<file path="src/rtl/typedef_pkg.sv">
// Shared fetch-side types.
package typedef_pkg;
  localparam int XLEN = 32;
  localparam int ILEN = 32;

  typedef struct packed {
    logic [XLEN-1:0] addr;
    logic [ILEN-1:0] data;
    logic            valid;
  } fetch_t;
endpackage

</file>
<file path="src/rtl/instruction_pkg.sv">
// Decoded instruction type and RV32 base opcode constants.
package instruction_pkg;
  import typedef_pkg::*;

  localparam logic [6:0] OP_LUI    = 7'h37;
  localparam logic [6:0] OP_AUIPC  = 7'h17;
  localparam logic [6:0] OP_JAL    = 7'h6f;
  localparam logic [6:0] OP_JALR   = 7'h67;
  localparam logic [6:0] OP_BRANCH = 7'h63;
  localparam logic [6:0] OP_LOAD   = 7'h03;
  localparam logic [6:0] OP_STORE  = 7'h23;
  localparam logic [6:0] OP_IMM    = 7'h13;
  localparam logic [6:0] OP_REG    = 7'h33;

  typedef struct packed {
    logic [XLEN-1:0] addr;
    logic [6:0]      opcode;
    logic [4:0]      rd_addr;
    logic [4:0]      rs1_addr;
    logic [4:0]      rs2_addr;
    logic [2:0]      funct3;
    logic [6:0]      funct7;
    logic [31:0]     immediate;
    logic            valid;
  } instruction_t;
endpackage

</file>
<file path="src/rtl/InstructionDecode.sv">
// Purely combinational RV32 field extraction and immediate generation.
module InstructionDecode
  import typedef_pkg::*;
  import instruction_pkg::*;
(
  input  fetch_t       fetch,
  output instruction_t instr
);

  logic [31:0] d;
  assign d = fetch.data;

  // Fixed-position fields plus format-dependent immediate; unknown opcodes get imm 0.
  always_comb begin
    instr           = '0;
    instr.addr      = fetch.addr;
    instr.valid     = fetch.valid;
    instr.opcode    = d[6:0];
    instr.rd_addr   = d[11:7];
    instr.funct3    = d[14:12];
    instr.rs1_addr  = d[19:15];
    instr.rs2_addr  = d[24:20];
    instr.funct7    = d[31:25];
    case (d[6:0])
      OP_IMM, OP_LOAD, OP_JALR: instr.immediate = {{20{d[31]}}, d[31:20]};
      OP_STORE:                 instr.immediate = {{20{d[31]}}, d[31:25], d[11:7]};
      OP_BRANCH:                instr.immediate = {{19{d[31]}}, d[31], d[7], d[30:25], d[11:8], 1'b0};
      OP_LUI, OP_AUIPC:         instr.immediate = {d[31:12], 12'b0};
      OP_JAL:                   instr.immediate = {{11{d[31]}}, d[31], d[19:12], d[20], d[30:21], 1'b0};
      default:                  instr.immediate = '0;
    endcase
  end

endmodule

</file>
<file path="src/rtl/decode_queue_ctrl.sv">
// Fetch buffer FIFO feeding a registered decode stage toward rename.
module decode_queue_ctrl
  import typedef_pkg::*;
  import instruction_pkg::*;
#(
  parameter int ADDR_WIDTH = 32,
  parameter int DATA_WIDTH = 32,
  parameter int DEPTH      = 4
) (
  input  logic                     clk,
  input  logic                     rst,
  input  logic                     fetch_valid,
  output logic                     fetch_ready,
  input  fetch_t                   fetch_instr,
  input  logic                     flush,
  output logic                     out_valid,
  input  logic                     out_ready,
  output instruction_t             out_instr,
  output logic [$clog2(DEPTH):0]   count
);

  localparam int PW = $clog2(DEPTH);
  localparam int CW = PW + 1;

  logic [PW-1:0]         wr_ptr, rd_ptr;
  logic [ADDR_WIDTH-1:0] mem_addr [DEPTH];
  logic [DATA_WIDTH-1:0] mem_data [DEPTH];
  logic [DEPTH-1:0]      mem_vld;

  logic         push, pop, advance, not_empty;
  fetch_t       head;
  instruction_t dec_instr;

  // Full is judged from occupancy alone so fetch never waits on rename combinationally.
  assign fetch_ready = (count != CW'(DEPTH));
  assign not_empty   = (count != '0);
  assign advance     = !out_valid || out_ready;
  assign push        = fetch_valid && fetch_ready && !flush;
  assign pop         = advance && not_empty && !flush;

  // Storage is left unreset; entries are only observed while count != 0.
  always_ff @(posedge clk) begin
    if (push) begin
      mem_addr[wr_ptr] <= ADDR_WIDTH'(fetch_instr.addr);
      mem_data[wr_ptr] <= DATA_WIDTH'(fetch_instr.data);
      mem_vld[wr_ptr]  <= fetch_instr.valid;
    end
  end

  // Reassemble the head entry for the decoder.
  always_comb begin
    head       = '0;
    head.addr  = XLEN'(mem_addr[rd_ptr]);
    head.data  = ILEN'(mem_data[rd_ptr]);
    head.valid = mem_vld[rd_ptr];
  end

  InstructionDecode u_decode (
    .fetch (head),
    .instr (dec_instr)
  );

  // Pointer/occupancy bookkeeping and the output register; flush wins over any push/pop.
  always_ff @(posedge clk or posedge rst) begin
    if (rst) begin
      wr_ptr    <= '0;
      rd_ptr    <= '0;
      count     <= '0;
      out_valid <= 1'b0;
      out_instr <= '0;
    end else if (flush) begin
      wr_ptr    <= '0;
      rd_ptr    <= '0;
      count     <= '0;
      out_valid <= 1'b0;
    end else begin
      if (push) wr_ptr <= wr_ptr + 1'b1;
      if (pop)  rd_ptr <= rd_ptr + 1'b1;
      if (push && !pop)      count <= count + 1'b1;
      else if (!push && pop) count <= count - 1'b1;
      if (advance) begin
        out_valid <= pop;
        if (pop) out_instr <= dec_instr;
      end
    end
  end

endmodule

</file>
<file path="config.mk">
export PLATFORM = sky130hd
export DESIGN_NAME = decode_queue_ctrl
export DESIGN_NICKNAME = d
export VERILOG_FILES = /design/src/rtl/typedef_pkg.sv /design/src/rtl/instruction_pkg.sv /design/src/rtl/InstructionDecode.sv /design/src/rtl/decode_queue_ctrl.sv
export SDC_FILE = /design/constraint.sdc
export NUM_CORES = 1
export LEC_CHECK = 0
export CAP_MARGIN = 20
export CORE_MARGIN = 2
export CORE_UTILIZATION = 60
export DETAILED_ROUTE_END_ITERATION = 7
export GPL_TIMING_DRIVEN = 0
export PLACE_DENSITY = 0.91
export SLEW_MARGIN = 20
export SYNTH_ARGS = -nofsm -noshare
export SYNTH_HDL_FRONTEND = slang
export SYNTH_HIERARCHICAL = 1
export SYNTH_SLANG_ARGS = --single-unit
</file>
<file path="constraint.sdc">
create_clock -name clk -period 5.35 [get_ports clk]
set_clock_uncertainty 0.2 [all_clocks]
set_input_delay 1.07 -clock clk [delete_from_list [all_inputs] [get_ports clk]]
set_output_delay 1.07 -clock clk [all_outputs]
set_load 0.005 [all_outputs]
</file>
==> impl_metrics.json, run 1 <==
{
  "status": "finished clean",
  "switching_share": 0.268,
  "cts_tree": "yes",
  "synth_top_flop_cell": "edfxtp_1",
  "start_kind": "flop",
  "fin_cells": 1318,
  "final_cell_mix": "260 x edfxtp_1, 171 x clkdlybuf4s50_1, 105 x dfrtp_1",
  "io_buffer_count": 171,
  "async_flop_share": 0.288,
  "start_util": 0.605,
  "row_count": 57,
  "setup_viol": 0,
  "cp.required_ps": 5560,
  "cts-hold-fix-buffers": 0,
  "p_seq_frac": 0.403,
  "final.fill_count": 1382,
  "drive_gt1_frac": 0.340,
  "synthCells": 748,
  "hold_path_class": "flop to flop",
  "grt_setup_unrepaired": "false",
  "seq_area_frac_synth": 0.715,
  "postCtsSetupBuffers": 0,
  "final.setup.tns_ps": 0,
  "switching_power_mw": 2.48,
  "root_buffer": "clkbuf_16",
  "via_per_inst": 5.83,
  "die_h_um": 160,
  "grt_pass1_wl_mm": 48.8,
  "synth_seq_cells": 365,
  "cp.arrival_ps": 4060,
  "avgSynthCellArea_um2": 19.5,
  "regArea_um2": 10400,
  "cts_max_path_buffers": 3,
  "io_pins": 172,
  "p_leak_nw": 6.64,
  "dieArea_um2": 25600,
  "first_pass_iters": 5,
  "grt_util_all_layers": 0.255,
  "grt-ovfl-total": 0,
  "grt_max_degree": 56,
  "yosysTopAreaCellShare": 0.535,
  "final_nets": 1038,
  "synth_edf_count": 260,
  "core_um2": 24100,
  "die_x_um": 160,
  "end_kind": "flop",
  "drc": 0,
  "relSlewSlack": 0.456,
  "fmax_mhz": 260,
  "vdd_drop_max_mv": 0.377,
  "crit_type": "flop to flop",
  "tightest_slew_ps": 816,
  "multi_input_area_um2": 3460,
  "power.density_nw_per_um2": 511,
  "drtIter0Drc": 635,
  "holdWs_ps": 301,
  "gp_congestion": 0.768,
  "yosysTopAreaCell": "edfxtp_1",
  "post-route-min-period_ps": 3850,
  "synth.cell_area_um2": 14600,
  "fin_crit_sh": 0.720,
  "clock-sinks": 365,
  "clock_latency_ps": 530,
  "dp_cells": 1248,
  "syn_nets": 823,
  "cts_buffers": 37,
  "antenna_found_initial": 2,
  "cap_viol_max_count": 0,
  "pwr-share-comb": 0.312,
  "cp_max_fo": 10,
  "hpwl_mm": 19.8,
  "h-tree-depth": 2,
  "cts-resized-gates": 0,
  "cts.clk_slew.worst_paths_ps": 60,
  "pwr-share-clk": 0.285,
  "finalHoldViolCount": 0,
  "slew_violations": 0,
  "area_growth_pct": 24.1,
  "wl_per_cell_um": 24.4,
  "yosysUniqueCellTypes": 53,
  "num_vias": 7682,
  "ant_nets": 0,
  "synthTopCellsByArea": "edfxtp_1 53%, dfrtp_1 18%, mux4_2 10%",
  "wl_mm": 32.1,
  "yosys_warnings": 6,
  "grt_pass1_vias": 8279,
  "p_int_mw": 6.78,
  "final_common_cell": "edfxtp_1"
}
## path summary, 6_finish.rpt
kind	from	to	depth (start not counted)	slack, ps
worst max-delay path	rd_ptr[1]	out_instr[23]	9	1500
worst min-delay path	out_instr[33]	out_instr[33]	1	300
worst max register to register	rd_ptr[1]	out_instr[23]	9	1500
worst min register to register	out_instr[33]	out_instr[33]	1	300
max in group asynchronous	rst	out_instr[52]	3	3480
min in group asynchronous	rst	out_instr[88]	2	790
## flip-flops by register name (all words and copies together), names as in the netlist
register / flops
rd_ptr: 2
mem_vld: 4
wr_ptr: 2
count: 3
mem_addr: 128
out_valid: 1
mem_data: 128
out_instr: 97
## worst max-delay path, stage by stage (launching register included)
cell and delay (ps):
dfrtp_1 360, clkbuf_1 630, clkbuf_1 530, mux4_2 450, buf_4 200, nand3_1 200
a2bb2oi_2 430, buf_2 300, o21ai_0 130, mux2_2 300
## synth_stat cells, types with 2 or more instances
cell type and number:
nand2_4 2, xor2_1 2, mux2_2 80, buf_4 66
inv_1 7, buf_6 4, mux2i_1 2, nand3_1 17
o21ai_0 12, nand2b_1 2, buf_2 19, nor2b_1 4
mux2_4 19, nor3_1 2, ha_1 4, edfxtp_1 260
a21oi_1 2, xnor2_1 2, and2_1 4, and2b_1 3
and3b_2 2, o21a_1 2, a22o_1 4, clkbuf_1 11
dfrtp_1 105, nand2_1 3, a21o_2 8, nor2_1 11
mux4_2 65
## cell families after synthesis
group	after synthesis	synth area share
XOR/XNOR	4	0.00240
multiplexers	166	0.183
AND/OR/NAND/NOR	62	0.0260
adder cells (fa/ha/maj)	5	0.00480
AO/OA/AOI/OAI	38	0.0204
buffers and inverters	108	0.0484
flip-flops	365	0.715
## through the flow
| step | power (mW) | utilization | setup slack [ps] | cell area (um2) |
|---|---|---|---|---|
| detailed placement | 6.63 | 0.700 | 989 | 16900 |
| floorplan | 5.42 | - | 1320 | 14600 |
| CTS | 9.32 | 0.751 | 1510 | 18100 |
| global placement | 6.50 | 0.693 | -643 | 16700 |
| global route | 9.61 | 0.752 | 1410 | 18100 |
| finish | 9.26 | 0.752 | 1500 | 18100 |
## layout make-up
cell class / instances / share of cell area
Antenna cell: 2 / 0.000276
Tap cell: 324 / 0.0224
Inverter: 7 / 0.00173
Sequential cell: 365 / 0.576
Clock inverter: 14 / 0.0114
Multi-Input combinational cell: 275 / 0.191
Clock buffer: 54 / 0.0575
Buffer: 101 / 0.0376
Timing Repair Buffer: 176 / 0.102
## power groups by stage
stage               clock, mW  sequential (mW)  combinational (mW)
floorplan                   0             3.75                1.67
global placement            0             3.76                2.74
detailed placement          0             3.77                2.86
CTS                      2.67             3.73                2.91
global route             2.78             3.77                3.06
finish                   2.64             3.73                2.89
## metal layers
metal / track usage / vias to the layer above / share of wire
li1: - / 3290 / -
met1: 0.326 / 3971 / 0.38
met2: 0.447 / 354 / 0.53
met3: 0.0465 / 67 / 0.065
met4: 0.0901 / 0 / 0.028
met5: 0 / - / 0
(Power assumes the default switching activity.)
==> run 2: changes to the inputs <==
--- a/config.mk
+++ b/config.mk
@@ -7,10 +7,10 @@
 export LEC_CHECK = 0
 export CAP_MARGIN = 20
 export CORE_MARGIN = 2
-export CORE_UTILIZATION = 60
+export CORE_UTILIZATION = 56
 export DETAILED_ROUTE_END_ITERATION = 7
 export GPL_TIMING_DRIVEN = 0
-export PLACE_DENSITY = 0.91
+export PLACE_DENSITY = 0.86
 export SLEW_MARGIN = 20
 export SYNTH_ARGS = -nofsm -noshare
 export SYNTH_HDL_FRONTEND = slang
==> constraint.sdc (replaced) <==
create_clock -name clk -period 3.9 [get_ports clk]
set_clock_uncertainty 0.2 [all_clocks]
set_input_delay 0.78 -clock clk [delete_from_list [all_inputs] [get_ports clk]]
set_output_delay 0.78 -clock clk [all_outputs]
set_load 0.005 [all_outputs]
==> run 2 against run 1 <==
  * Maximum frequency grew 5.1%
  * Total power grew 34%
  * Final area shrank 0.48%
  * Via count shrank 3.1%
  * Worst hold slack gained 3.6 ps
  * Non-clock buffer count is the same
  * Routed wire length shrank 8.1%
  * Flip-flop and latch count is the same
  * Die area grew 7.0%
  * Combinational power grew 35%
  * Largest power group unchanged
==> impl_metrics.json, run 2 (synthesis gave the netlist of run 1 again) <==
{
  "status": "finished clean",
  "wl_mm": 29.5,
  "grt_util_all_layers": 0.220,
  "grt_pass1_vias": 7822,
  "hold_path_class": "flop to flop",
  "dp_cells": 1259,
  "drc": 0,
  "h-tree-depth": 2,
  "io_pins": 172,
  "grtUsageMet2": 0.380,
  "drtIter0Drc": 479,
  "num_antenna_cells": 0,
  "power.density_nw_per_um2": 687,
  "die_h_um": 165,
  "die_x_um": 165,
  "holdPathEnd": "out_instr[59]",
  "wl_per_cell_um": 22.3,
  "area_growth_pct": 23.5,
  "cts_buffers": 36,
  "clock-sinks": 365,
  "cap_viol_max_count": 0,
  "finalHoldViolCount": 0,
  "cp.arrival_ps": 3880,
  "placed_cell_area_um2": 16900,
  "first_pass_iters": 4,
  "setup_viol": 0,
  "row_count": 59,
  "worstHoldStart": "out_instr[59]",
  "r2r_setup_slack_ps": 240,
  "cts_tree": "yes",
  "final_cell_mix": "260 x edfxtp_1, 171 x clkdlybuf4s50_1, 105 x dfrtp_1",
  "antenna_found_initial": 2,
  "p_leak_nw": 6.59,
  "rr_endpoint": "out_instr[21]",
  "crit_type": "flop to flop",
  "dieArea_um2": 27400,
  "cts-hold-fix-buffers": 0,
  "use_met3": 0.0507,
  "fin_crit_sh": 0.939,
  "cts.clk_slew.worst_paths_ps": 60,
  "stdcell_area_um2": 18000,
  "gp_congestion": 0.759,
  "ant_nets": 0,
  "num_vias": 7445,
  "tightest_slew_ps": 696,
  "reg.largest.list": "mem_addr (128), mem_data (128), out_instr (97)",
  "final_common_cell": "edfxtp_1",
  "via_per_inst": 5.62,
  "final.fill_count": 1640,
  "final_nets": 1037,
  "gr-usage-met1": 0.281,
  "cts_max_path_buffers": 3,
  "core_um2": 25800,
  "grt.busiest_layer": "met2",
  "post-route-min-period_ps": 3660,
  "postCtsSetupBuffers": 0,
  "relSlewSlack": 0.536,
  "cp.required_ps": 4110,
  "grt_max_degree": 58,
  "rr_startpoint": "rd_ptr[0]",
  "io_buffer_count": 171,
  "grt_pass1_wl_mm": 44.4,
  "ff2ff_path_depth": 10,
  "postLayoutCoreUtil": 0.698,
  "root_buffer": "clkbuf_16",
  "fin_cells": 1325,
  "totalPowerFinal_mw": 12.4,
  "clock_latency_ps": 520,
  "grt_setup_unrepaired": "false",
  "holdPathStages": 1,
  "grt-ovfl-total": 0,
  "drive_gt1_frac": 0.341,
  "start_util": 0.565,
  "fmax_mhz": 273,
  "vdd_drop_max_mv": 0.444,
  "end_kind": "flop",
  "cp_max_fo": 10,
  "hpwl_mm": 19.2,
  "slew_violations": 0,
  "start_kind": "flop"
}
-- run 2: changes by cell type in the layout (fill, tap and decap cells not counted), moves of 2 or more --
cell | previous run | this run
buf_16 | 5 | 3
clkinv_4 | 2 | 0
clkinv_1 | 1 | 7
diode_2 | 2 | 0
clkbuf_1 | 24 | 15
clkinvlp_4 | 0 | 3
buf_12 | 0 | 2
clkinv_2 | 4 | 7
-- run 2: what timing repair did --
item,4_1_cts,5_1_grt
gates resized for setup,0,3
endpoints found under the setup margin,0,10
endpoints found under the hold margin,0,0
-- run 2: final cells by class --
type | count | area [um2] | area share
plain buffers | 101 | 684 | 0.0380
inverters | 7 | 31.3 | 0.00173
clock inverters | 22 | 191 | 0.0106
multi-input cells | 275 | 3460 | 0.192
well taps | 335 | 419 | 0.0232
flip-flops and latches | 365 | 10400 | 0.579
repair buffers | 176 | 1830 | 0.102
clock buffers | 44 | 972 | 0.0539
-- run 2: how the worst max path moves through the flow --
stage	end	slack, ps	startpoint	depth (start not counted)
after floorplan	count[0]	160	rst	1
after global placement	out_instr[41]	-1860	rst	2
after detailed placement	count[2]	30	out_ready	11
after CTS	out_instr[21]	130	rd_ptr[1]	9
after global routing	out_instr[21]	10	rd_ptr[0]	10
final	out_instr[21]	240	rd_ptr[0]	10
-- run 2: power breakdown --
part / leakage (nW) / internal [mW] / switching, mW
Clock: 0.566 / 1.98 / 1.41
Sequential: 3.67 / 4.78 / 0.318
Combinational: 2.36 / 2.36 / 1.53
-- run 2: layer usage --
layer | share of wire | routed length (um)
met1 | 0.40 | 11700
met2 | 0.52 | 15200
met3 | 0.066 | 1960
met4 | 0.021 | 610
met5 | 0.00091 | 27
-- run 2: metrics by stage --
| stage | setup TNS (ps) | setup WS, ps | hold slack, ps |
|---|---|---|---|
| floorplan | 0 | 159 | 305 |
| global placement | -481650 | -1860 | 289 |
| detailed placement | 0 | 33.0 | 294 |
| CTS | 0 | 126 | 308 |
| global route | 0 | 12.8 | 319 |
| finish | 0 | 236 | 305 |
-- run 2: critical path, cell delays in order, from the launching register on --
cell and delay [ps]:
dfrtp_1 320, clkbuf_1 190, buf_2 380, clkbuf_4 370, mux4_2 590, buf_2 200
mux2i_1 180, a2bb2oi_2 420, buf_2 290, o21ai_0 130, mux2_2 290
